## src/rtl/spi_pwm_bank.sv

```systemverilog
// SPI-controlled PWM bank: CHANNELS outputs share one period counter.
// A mode-0 SPI slave, oversampled by clk, accesses double-buffered duty and
// period registers plus an unbuffered control register.

// One PWM channel: shadow/active duty pair and the registered output.
module spi_pwm_chan #(
    parameter int WIDTH = 8
) (
    input  logic             clk,
    input  logic             reset,
    input  logic             wr_en,
    input  logic [WIDTH-1:0] wr_data,
    input  logic             wrap,
    input  logic [WIDTH-1:0] cnt,
    input  logic             enable,
    input  logic             invert,
    output logic [WIDTH-1:0] duty_sh,
    output logic             pwm
);
    logic [WIDTH-1:0] duty_act;

    // Shadow loads from SPI; active copies the old shadow at the period boundary.
    always_ff @(posedge clk) begin
        if (reset) begin
            duty_sh  <= '0;
            duty_act <= '0;
            pwm      <= 1'b0;
        end else begin
            if (wrap)  duty_act <= duty_sh;
            if (wr_en) duty_sh  <= wr_data;
            pwm <= enable ? ((cnt < duty_act) ^ invert) : invert;
        end
    end
endmodule

module spi_pwm_bank #(
    parameter int CHANNELS = 7,
    parameter int WIDTH    = 8
) (
    input  logic                clk,
    input  logic                reset,
    input  logic                sclk,
    input  logic                cs_n,
    input  logic                mosi,
    output logic                miso,
    output logic [CHANNELS-1:0] pwm_out,
    output logic                period_start
);
    localparam int FW = 8 + WIDTH;          // frame length in bits
    localparam int SW = FW - 1;             // shift register keeps all but the last bit
    localparam int CW = $clog2(FW + 1);
    localparam logic [6:0] ADDR_TOP  = 7'h7E;
    localparam logic [6:0] ADDR_CTRL = 7'h7F;
    localparam logic [WIDTH-1:0] TOP_RST = {{(WIDTH-1){1'b1}}, 1'b0};

    typedef struct packed {
        logic             en;
        logic [6:0]       addr;
        logic [WIDTH-1:0] data;
    } wr_req_t;

    logic [1:0] sclk_sync, cs_sync, mosi_sync;
    logic       sclk_prev;
    logic [CW-1:0]    bit_cnt;
    logic [SW-1:0]    shreg;
    logic [WIDTH-1:0] rd_shift, rd_data;
    logic [WIDTH-1:0] cnt, top_act, top_sh;
    logic [1:0]       ctrl;
    logic [CHANNELS-1:0][WIDTH-1:0] duty_sh;
    wr_req_t wr;

    wire sclk_rise = sclk_sync[1] & ~sclk_prev;
    wire sclk_fall = ~sclk_sync[1] & sclk_prev;
    wire cs_active = ~cs_sync[1];
    wire wrap      = (cnt == top_act);

    // Two-flop synchronisers on all SPI pins plus the sclk edge-detect flop.
    always_ff @(posedge clk) begin
        if (reset) begin
            sclk_sync <= 2'b00;
            cs_sync   <= 2'b11;
            mosi_sync <= 2'b00;
            sclk_prev <= 1'b0;
        end else begin
            sclk_sync <= {sclk_sync[0], sclk};
            cs_sync   <= {cs_sync[0], cs_n};
            mosi_sync <= {mosi_sync[0], mosi};
            sclk_prev <= sclk_sync[1];
        end
    end

    // Write request fires on the rise that completes a write frame.
    always_comb begin
        wr.en   = cs_active & sclk_rise & (bit_cnt == CW'(FW - 1)) & shreg[SW-1];
        wr.addr = shreg[WIDTH+5:WIDTH-1];
        wr.data = {shreg[WIDTH-2:0], mosi_sync[1]};
    end

    // Read-back mux addressed by the 7 address bits once the header is in.
    always_comb begin
        rd_data = '0;
        for (int i = 0; i < CHANNELS; i++)
            if (shreg[6:0] == 7'(i)) rd_data = duty_sh[i];
        if (shreg[6:0] == ADDR_TOP)  rd_data = top_sh;
        if (shreg[6:0] == ADDR_CTRL) rd_data = {{(WIDTH-2){1'b0}}, ctrl};
    end

    // SPI slave: shift in on rise, shift read data out on fall; cs_n high aborts.
    always_ff @(posedge clk) begin
        if (reset || !cs_active) begin
            bit_cnt  <= '0;
            shreg    <= '0;
            rd_shift <= '0;
            miso     <= 1'b0;
        end else begin
            if (sclk_rise && bit_cnt != CW'(FW)) begin
                shreg   <= {shreg[SW-2:0], mosi_sync[1]};
                bit_cnt <= bit_cnt + 1'b1;
            end
            if (sclk_fall) begin
                if (bit_cnt == CW'(8)) begin
                    rd_shift <= rd_data;
                    miso     <= rd_data[WIDTH-1];
                end else if (bit_cnt > CW'(8) && bit_cnt < CW'(FW)) begin
                    rd_shift <= {rd_shift[WIDTH-2:0], 1'b0};
                    miso     <= rd_shift[WIDTH-2];
                end else begin
                    miso <= 1'b0;
                end
            end
        end
    end

    // Shared period counter, buffered TOP and immediate control register.
    always_ff @(posedge clk) begin
        if (reset) begin
            cnt          <= '0;
            top_act      <= TOP_RST;
            top_sh       <= TOP_RST;
            ctrl         <= 2'b01;
            period_start <= 1'b0;
        end else begin
            period_start <= wrap;
            cnt          <= wrap ? '0 : cnt + 1'b1;
            if (wrap) top_act <= top_sh;
            if (wr.en && wr.addr == ADDR_TOP)  top_sh <= wr.data;
            if (wr.en && wr.addr == ADDR_CTRL) ctrl   <= wr.data[1:0];
        end
    end

    for (genvar g = 0; g < CHANNELS; g++) begin : g_chan
        spi_pwm_chan #(.WIDTH(WIDTH)) u_chan (
            .clk     (clk),
            .reset   (reset),
            .wr_en   (wr.en && wr.addr == 7'(g)),
            .wr_data (wr.data),
            .wrap    (wrap),
            .cnt     (cnt),
            .enable  (ctrl[0]),
            .invert  (ctrl[1]),
            .duty_sh (duty_sh[g]),
            .pwm     (pwm_out[g])
        );
    end
endmodule
```

## config.mk

```make
export PLATFORM = sky130hd
export DESIGN_NAME = spi_pwm_bank
export DESIGN_NICKNAME = d
export VERILOG_FILES = /design/src/rtl/spi_pwm_bank.sv
export SDC_FILE = /design/constraint.sdc
export NUM_CORES = 1
export LEC_CHECK = 0
export BUFFER_PORTS_ARGS = -buffer_cell sky130_fd_sc_hd__buf_4
export CAP_MARGIN = 5
export CORE_MARGIN = 1
export CORE_UTILIZATION = 60
export CTS_CLUSTER_SIZE = 8
export DETAILED_ROUTE_END_ITERATION = 10
export MAX_ROUTING_LAYER = met4
export PLACE_DENSITY = 0.75
export SETUP_SLACK_MARGIN = 0.5
export SLEW_MARGIN = 30
export SYNTH_ARGS = -nofsm -noshare
export SYNTH_HDL_FRONTEND = slang
export SYNTH_SLANG_ARGS = --single-unit
```

## constraint.sdc

```tcl
create_clock -name clk -period 6.3 [get_ports clk]
set_input_delay 0.63 -clock clk [delete_from_list [all_inputs] [get_ports clk]]
set_output_delay 0.63 -clock clk [all_outputs]
set_load 0.01 [all_outputs]
```

======== Yosys cells after proc, flatten, opt, wreduce, memory -nomap -nowiden ========
Index checks and enable logic that the tools add are counted.
word-level totals
  register bits ........................... 181
  input bits .............................. 5
  output and inout bits ................... 9
  logic and storage cells ................. 117
operators by class
  $add $sub $neg .......................... 2
  magnitude comparators ................... 9
  eq/ne operators ......................... 20
  multiplexer cells ....................... 20
  bitwise operators ....................... 15
  reduce and logical (&&, ||, !) cells .... 17
operator list
  cell                 number
  $mux 8               9
  $lt 8x8->1           7
  $eq 7x3->1 const B   6
  $eq 7x2->1 const B   4
  $eq 7x7->1 const B   4
  $eq 7x1->1 const B   2
  $logic_not 7->1      2
  $mux 7               2
  $logic_and 1x1->1    11
  $eq 5x4->1 const B   2
  $mux 1               9
  $add 8x1->8 const B  1
  $eq 8x8->1           1
  $xor 1x1->1          7
  $add 5x1->5 const B  1
  $and 1x1->1          5
  $gt 5x4->1 const B   1
  $lt 5x5->1 const B   1
  $ne 5x5->1 const B   1
  $not 1->1            3
  $reduce_and 2->1     1
  $reduce_bool 2->1    1
  $reduce_or 2->1      1
  $logic_or 1x1->1     1

======== Longest topological paths before layout ========
Gate-level depths: netlist (run 1).
  word-level depth ........................ 11
  gate-level depth with buffers ........... 9
  depth with buffers taken out ............ 7

======== Modules after synthesis ========
Synthesis (run 1) repeated with hierarchy kept, for this count alone.
second synthesis, totals
  cell total of the unflattened synthesis .. 940
  area, all modules ....................... 8,987.4 µm²
modules (own cells, without submodules)
  module        times used  cells an instance  area an instance (µm²)  seq. area each (µm²)
  spi_pwm_chan  7           83                 819.5                   340.3
  spi_pwm_bank  1           359                3,250.6                 1,241.2

======== Worst setup path after synthesis (run 1) ========
Ideal clock, no wire load.
  path kind ............................... reg-to-reg
  start point ............................. register bit_cnt[0]
  end point ............................... register top_sh[1]
  setup time .............................. 0.120 ns
  arrival time ............................ 1.941 ns
  required time ........................... 6.180 ns
  setup slack ............................. 4.239 ns
  cell stages (with the launch flop) ...... 9
  path buffers ............................ 2
  period minus slack after synthesis ...... 2.061 ns
  path through ............................ dfxtp_1 -> ha_1 -> and3_1 -> ha_1 -> nand3b_4 -> or4_4 -> buf_6 -> buf_6 -> a211o_1
between the ends
  longest elaborated chain between the ends .. 4
RTL lines
  what                      line  text
  start: declaration        64    logic [CW-1:0] bit_cnt;
  start signal: assignment  118   bit_cnt <= bit_cnt + 1'b1;
  $eq 5x4->1                94    wr.en = cs_active & sclk_rise & (bit_cnt == CW'(FW - 1)) & shreg[SW-1];
  $and 1x1->1 (2 in a row)  94
  $logic_and 1x1->1         146   if (wr.en && wr.addr == ADDR_TOP) top_sh <= wr.data;
  end signal: assignment    146
  end: declaration          67    logic [WIDTH-1:0] cnt, top_act, top_sh;
Every way passes these cells.
A chain may end at the register's enable or synchronous reset.

======== Final worst setup path (run 1) ========
  start point ............................. register cnt[3]
  end point ............................... register cnt[5]
between the ends
  longest elaborated chain between the ends .. 2
  elaborated cells between the ends (all ways) .. 3
  those cells by class .................... 1 x add/sub; 1 x eq/ne; 1 x reduce/logical
RTL lines
  what                                                                 line  text
  start: declaration                                                   67
  start signal: assignment                                             144   cnt <= wrap ? '0 : cnt + 1'b1;
  parallel branches: the longest is 2 deep, another holds $add 8x1->8  n/a
Several ways; the timed one is not identified.

==> results of run 1 <==
[kinds of logic after synthesis]
kind of cell	count (synthesis)	synth area share (%)
buffers and inverters	131	6.65
muxes	115	13.9
and+or+nand+nor	291	15.9
AOI/OAI and AO/OA	175	12.6
xor gates and xnor gates	17	1.71
adders and majority gates	53	7.61
DFF	181	41.6
[layout by cell type (no fill, tap or decap), types with 12 or more instances in the layout]
master / netlist / layout
dfxtp_1: 181 / 181
nor2_1: 132 / 132
mux2i_1: 110 / 110
inv_1: 61 / 61
nand2_1: 57 / 56
ha_1: 53 / 53
a21oi_1: 52 / 52
o21ai_0: 49 / 49
nand3_1: 25 / 25
a211o_1: 24 / 24
nand2b_1: 18 / 18
buf_4: 7 / 18
clkbuf_16: 0 / 17
and3_1: 16 / 16
a211oi_1: 15 / 15
xor2_1: 12 / 12
[flip-flops by register name, summed over array words and instances (netlist names), 5 cells and up]
register                flops
bit_cnt                     5
top_sh                      8
g_chan.u_chan.duty_act     56
rd_shift                    7
top_act                     8
g_chan.u_chan.pwm           7
shreg                      15
g_chan.u_chan.duty_sh      56
cnt                         8
[per-stage QoR]
stage          hold slack (ps)  power (mW)
6_report                   387        2.29
5_1_grt                    374        2.36
4_1_cts                    380        2.30
3_5_place_dp               411        1.26
3_3_place_gp               394        1.26
2_1_floorplan              389        1.25
[worst min path at each step]
| stage | from | endpoint | cells after the start |
|---|---|---|---|
| 2_1_floorplan | cs_sync[0]$_SDFF_PP1_ | cs_sync[1]$_SDFF_PP1_ | 1 |
| 3_3_place_gp | cs_sync[0]$_SDFF_PP1_ | cs_sync[1]$_SDFF_PP1_ | 1 |
| 3_5_place_dp | cs_sync[0]$_SDFF_PP1_ | cs_sync[1]$_SDFF_PP1_ | 1 |
| 4_1_cts | cs_n | cs_sync[0]$_SDFF_PP1_ | 2 |
| 5_1_grt | cs_n | cs_sync[0]$_SDFF_PP1_ | 2 |
| 6_report | cs_n | cs_sync[0]$_SDFF_PP1_ | 2 |
[layout make-up]
type	count	area (µm²)	share of cell area [%]
clock inverters	12	128	1.37
flip-flops and latches	181	3620	38.8
well taps	180	225	2.41
multi-input cells	651	4540	48.6
clock buffers	19	453	4.85
repair buffers	18	135	1.45
inverters	63	236	2.53
[layer usage]
layer	wire length [µm]	share of wire, %
met1	9780	48
met2	8810	43
met3	1240	6.1
met4	484	2.4
met5	0	0
[critical path, stage by stage (launching register included)]
cell and delay, ps:
dfxtp_1 670, xor2_1 140, nor4_2 730, nand2_8 560, nand2b_1 440, nor2_1 90
[where the power goes]
part / leakage [nW] / internal (mW) / switching (mW) / total [mW]
Combinational: 2.17 / 0.0350 / 0.0416 / 0.0766
Sequential: 1.46 / 1.15 / 0.0101 / 1.16
Clock: 0.277 / 0.602 / 0.447 / 1.05
Total: 3.90 / 1.79 / 0.499 / 2.29
==> load_flow_metrics.sql, run 1 <==
INSERT INTO impl_metrics (metric_group, metric, value, unit) VALUES
('status', 'run_status', 'complete, no violations', ''),
('sta', 'timing.final.crit_share', '43.9', '%'),
('place', 'place_worst_setup_slack', '3510', 'ps'),
('detailed_routing', 'drt-vias-per-instance', '5.94', ''),
('sta', 'post-route-min-period', '2770', 'ps'),
('sta', 'hold_violations', '0', ''),
('sta', 'clock-skew-final', '9.80', 'ps'),
('clock_tree', 'cts_resized', '0', ''),
('global_routing', 'grt_max_degree', '84', ''),
('worst_setup_path', 'critical_path.reg2reg.endpoint', 'cnt[5]$_SDFF_PP0_', ''),
('sta', 'report.final.slew_viol_count', '0', ''),
('sta', 'timing.setup.tns', '0', 'ps'),
('worst_setup_path', 'r2r-start', 'cnt[3]$_SDFF_PP0_', ''),
('place', 'numPortBuffers', '13', ''),
('detailed_routing', 'routedWlPerCell', '18.1', 'µm'),
('finish', 'finalInstanceArea', '9340', 'µm²'),
('sta', 'timing.slew.headroom', '42.3', '%'),
('worst_setup_path', 'worstSetupStartpoint', 'cnt[3]$_SDFF_PP0_', ''),
('worst_setup_path', 'cp-end-kind', 'flop', ''),
('sta', 'timing.final.setup_violations', '0', ''),
('worst_setup_path', 'cp.arrival', '3080', 'ps'),
('worst_setup_path', 'reg2reg_slack', '3530', 'ps'),
('power_and_ir_drop', 'power_per_cell_area', '245', 'nW/µm²'),
('detailed_routing', 'post-route-drc-count', '0', ''),
('yosys', 'synthDominantCellAreaShare', '41.6', '%'),
('yosys', 'postSynthRegisterBits', '181', ''),
('worst_setup_path', 'worstRegToRegCells', '5', ''),
('sta', 'fmax', '0.361', 'GHz'),
('clock_tree', 'clock_sinks', '181', ''),
('finish', 'area.growth.synth_to_final', '7.16', '%'),
('detailed_routing', 'num_vias', '6678', ''),
('yosys', 'sequential_cell_area_fraction_in_the_yosys_report', '41.6', '%'),
('clock_tree', 'cts_buf_count', '17', ''),
('floorplan', 'die_area', '15000', 'µm²'),
('power_and_ir_drop', 'total_leakage_power', '3.90', 'nW'),
('yosys', 'yosysTopAreaCell', 'dfxtp_1', ''),
('sta', 'timing_worst_slew_pin_value', '863', 'ps'),
('global_routing', 'first_global_vias', '6007', ''),
('place', 'place.detailed.instances', '1093', ''),
('finish', 'finalNonFillerCells', '1124', ''),
('detailed_routing', 'drt-total-wl', '20300', 'µm'),
('detailed_routing', 'post_detailed_route_count_of_antenna_violating_nets', '0', ''),
('finish', 'num-nets-final', '990', ''),
('yosys', 'mappedNetlistArea', '8710', 'µm²'),
('finish', 'antenna-diode-count', '0', ''),
('global_routing', 'antenna_found_initial', '0', ''),
('finish', 'post_route_cells_drive_above_1_share', '7.10', '%'),
('yosys', 'synthArstFlopShare', '0', '%'),
('place', 'placement.cell_area', '8750', 'µm²'),
('yosys', 'mappedNetlistNets', '1021', ''),
('worst_setup_path', 'cp_data_required_time', '6610', 'ps'),
('sta', 'setup_ws', '3530', 'ps'),
('global_routing', 'grt_pass1_wl', '32200', 'µm'),
('hold_path', 'hp-class', 'primary input to flop', ''),
('clock_tree', 'worstSkewPairLatency', '430', 'ps'),
('floorplan', 'num_rows', '43', ''),
('worst_setup_path', 'crit_fanout', '67', ''),
('worst_setup_path', 'critical_path.endpoint', 'cnt[5]$_SDFF_PP0_', ''),
('yosys', 'ys_types', '48', ''),
('yosys', 'postSynthAreaPerCell', '9.05', 'µm²'),
('yosys', 'synth_ff_type', 'dfxtp_1', ''),
('floorplan', 'core_area', '14000', 'µm²'),
('floorplan', 'die-height', '123', 'µm'),
('global_routing', 'grt.met3_usage', '6.09', '%'),
('detailed_routing', 'drt_pass1_iterations', '6', ''),
('clock_tree', 'cts.reportedPaths.clkPinSlew', '60', 'ps'),
('power_and_ir_drop', 'ir_drop', '0.248', 'mV'),
('clock_tree', 'cts-hold-fix-buffers', '0', ''),
('yosys', 'number_of_enable_type_register_cells_in_the_synthesized_netlist', '0', ''),
('worst_setup_path', 'cp-start-kind', 'flop', ''),
('place', 'place_congestion', '0.911', '');
Power figures use the tool's default switching activity.
==> inputs of run 2 (changes only) <==
==> constraint.sdc (replaced) <==
create_clock -name clk -period 2.65 [get_ports clk]
set_input_delay 0.265 -clock clk [delete_from_list [all_inputs] [get_ports clk]]
set_output_delay 0.265 -clock clk [all_outputs]
set_load 0.01 [all_outputs]
==> run 2 against run 1 <==
  * Sequential share of layout area decreased by 1.2 points
  * Clock skew up 0.82 ps
  * Sequential power grew 140%
  * Die area is the same
  * Via count increased by 3.1%
  * Final area increased by 3.5%
  * Routed wire length grew 3.3%
  * Clock power increased by 140%
  * Critical path type unchanged
==> load_flow_metrics.sql, run 2 (synthesis gave the netlist of run 1 again) <==
INSERT INTO impl_metrics (metric_group, metric, value, unit) VALUES
('worst_setup_path', 'critical_path_class', 'flop to flop', ''),
('worst_setup_path', 'worst-path-stages', '7', ''),
('detailed_routing', 'num_vias', '6887', ''),
('sta', 'timing.final.setup_violations', '0', ''),
('finish', 'top_regs', 'g_chan.u_chan.duty_act: 56 flops, g_chan.u_chan.duty_sh: 56 flops, shreg: 15 flops', ''),
('worst_setup_path', 'critical-path-top-delay-family', 'compound AO/OA/AOI/OAI gates', ''),
('global_routing', 'antenna_found_initial', '0', ''),
('finish', 'area.growth.synth_to_final', '10.9', '%'),
('sta', 'report.final.slew_viol_count', '0', ''),
('detailed_routing', 'drt_pass1_iterations', '5', ''),
('finish', 'mostFrequentLayoutCell', 'dfxtp_1', ''),
('sta', 'timing.setup.tns', '0', 'ps'),
('hold_path', 'timing.hold.worst_endpoint', 'cs_sync[0]$_SDFF_PP1_', ''),
('run', 'max_cap_viol_count', '0', ''),
('sta', 'clock-skew-final', '10.6', 'ps'),
('floorplan', 'io_count', '14', ''),
('floorplan', 'die_area', '15000', 'µm²'),
('sta', 'final.hold.worst_slack', '36.8', 'ps'),
('global_routing', 'grt_pass1_wl', '33100', 'µm'),
('global_routing', 'first_global_vias', '6197', ''),
('worst_setup_path', 'r2r-start', 'cnt[4]$_SDFF_PP0_', ''),
('detailed_routing', 'drt-total-wl', '21000', 'µm'),
('finish', 'post_layout_utilization_of_the_core', '68.8', '%'),
('status', 'run_status', 'complete, no violations', ''),
('sta', 'fmax', '0.478', 'GHz'),
('power_and_ir_drop', 'ir_drop', '0.527', 'mV'),
('worst_setup_path', 'cpPeakStageDelay', '420', 'ps'),
('sta', 'timing.final.crit_share', '79.0', '%'),
('place', 'place_congestion', '0.919', ''),
('finish', 'post_route_cells_drive_above_1_share', '10.8', '%'),
('hold_path', 'timing.hold.worst_path_depth', '2', ''),
('place', 'numPortBuffers', '13', ''),
('worst_setup_path', 'critPathBufInv', '1', ''),
('detailed_routing', 'post_detailed_route_count_of_antenna_violating_nets', '0', ''),
('global_routing', 'grt_max_degree', '57', ''),
('detailed_routing', 'post-route-drc-count', '0', ''),
('sta', 'hold_violations', '0', ''),
('power_and_ir_drop', 'total_leakage_power', '4.13', 'nW'),
('clock_tree', 'cts.reportedPaths.clkPinSlew', '70', 'ps'),
('worst_setup_path', 'cp.arrival', '2390', 'ps'),
('clock_tree', 'worstSkewPairLatency', '420', 'ps'),
('finish', 'mostFrequentLayoutCells', 'dfxtp_1, nor2_1, mux2i_1', ''),
('finish', 'num-nets-final', '1023', ''),
('worst_setup_path', 'critical_path.reg2reg.endpoint', 'g_chan[0].u_chan.pwm$_SDFF_PP0_', ''),
('floorplan', 'num_rows', '43', ''),
('hold_path', 'hp-class', 'primary input to flop', ''),
('sta', 'timing.slew.headroom', '55.6', '%'),
('worst_setup_path', 'cp-end-kind', 'flop', ''),
('worst_setup_path', 'worstRegToRegCells', '7', ''),
('sta', 'post-route-min-period', '2090', 'ps'),
('clock_tree', 'clock_sinks', '181', ''),
('worst_setup_path', 'cp-start-kind', 'flop', ''),
('global_routing', 'globalRouteTotalUtil', '29.9', '%'),
('clock_tree', 'cts_max_level', '4', ''),
('hold_path', 'min-delay-start', 'cs_n', ''),
('detailed_routing', 'drt-vias-per-instance', '5.96', ''),
('clock_tree', 'cts_buf_count', '17', ''),
('place', 'dpl.hpwl', '14800', 'µm'),
('global_routing', 'grt-ovfl-total', '0', ''),
('detailed_routing', 'routedWlPerCell', '18.1', 'µm'),
('finish', 'nFillCells', '1103', ''),
('worst_setup_path', 'reg2reg_slack', '560', 'ps'),
('floorplan', 'core_area', '14000', 'µm²'),
('clock_tree', 'clock_tree_from_tritoncts', 'done', ''),
('floorplan', 'start_util', '62.1', '%'),
('power_and_ir_drop', 'power_per_cell_area', '564', 'nW/µm²'),
('clock_tree', 'clk_root_buffer_cell', 'clkbuf_16', ''),
('floorplan', 'die-height', '123', 'µm'),
('detailed_routing', 'drtIter0Drc', '779', ''),
('finish', 'antenna-diode-count', '0', ''),
('worst_setup_path', 'cp_data_required_time', '2950', 'ps'),
('worst_setup_path', 'slowest_stage', 'dfxtp_2', ''),
('sta', 'timing_worst_slew_pin_value', '664', 'ps'),
('floorplan', 'die_width', '123', 'µm'),
('worst_setup_path', 'crit_fanout', '6', ''),
('clock_tree', 'cts-root-to-sink-buffers', '2', ''),
('sta', 'grt_setup_unrepaired', 'yes', ''),
('worst_setup_path', 'crit_chain', 'buf_4 > ha_1 > a21o_1 > a211oi_1 > o21ai_0 > a211o_1 > mux2i_1', '');
[run 2: repair_timing]
action	4_1_cts	5_1_grt
gates resized for setup	5	8
setup buffers	4	3
pin swaps	1	0
setup endpoints to repair	70	83
hold buffers	0	0
[run 2: layer usage]
metal	track usage [%]	wire length, µm	up-vias
met4	10.1	515	0
met1	41.4	9900	3290
met5	-	0	-
met3	5.25	1300	41
li1	-	-	3317
met2	44.1	9260	239
[run 2: power by group]
group,switching [mW],internal [mW]
Combinational,0.111,0.0915
Sequential,0.0145,2.74
Clock,1.04,1.45
[run 2: worst max-delay path by stage]
| stage | slack, ps | startpoint | to |
|---|---|---|---|
| after CTS | 490 | cnt[0]$_SDFF_PP0_ | g_chan[5].u_chan.duty_act[5]$_SDFFE_PP0P_ |
| after global routing | 490 | cnt[0]$_SDFF_PP0_ | g_chan[3].u_chan.duty_act[6]$_SDFFE_PP0P_ |
| after detailed placement | 350 | cnt[0]$_SDFF_PP0_ | g_chan[0].u_chan.duty_act[1]$_SDFFE_PP0P_ |
| after global placement | 440 | bit_cnt[0]$_SDFFE_PP0P_ | top_sh[2]$_SDFFE_PP1P_ |
| final | 560 | cnt[4]$_SDFF_PP0_ | g_chan[0].u_chan.pwm$_SDFF_PP0_ |
| after floorplan | 590 | bit_cnt[0]$_SDFFE_PP0P_ | top_sh[1]$_SDFFE_PP1P_ |
[run 2: through the flow]
stage	instances	power [mW]	instance area, µm²	worst slack (ps)
floorplan	963	2.97	8710	589
CTS	1153	5.47	9620	489
detailed placement	1119	3.01	8980	347
global placement	1119	3.01	8980	438
global route	1156	5.59	9660	492
finish	1156	5.45	9660	557
[run 2: cell type report]
cell class,count,area [µm²],share of cell area (%)
clock buffer,22,474,4.91
clock inverter,8,101,1.05
inverter,63,236,2.45
multi-input combinational,651,4550,47.0
sequential,181,3630,37.6
tap,180,225,2.33
timing repair buffer,51,449,4.65
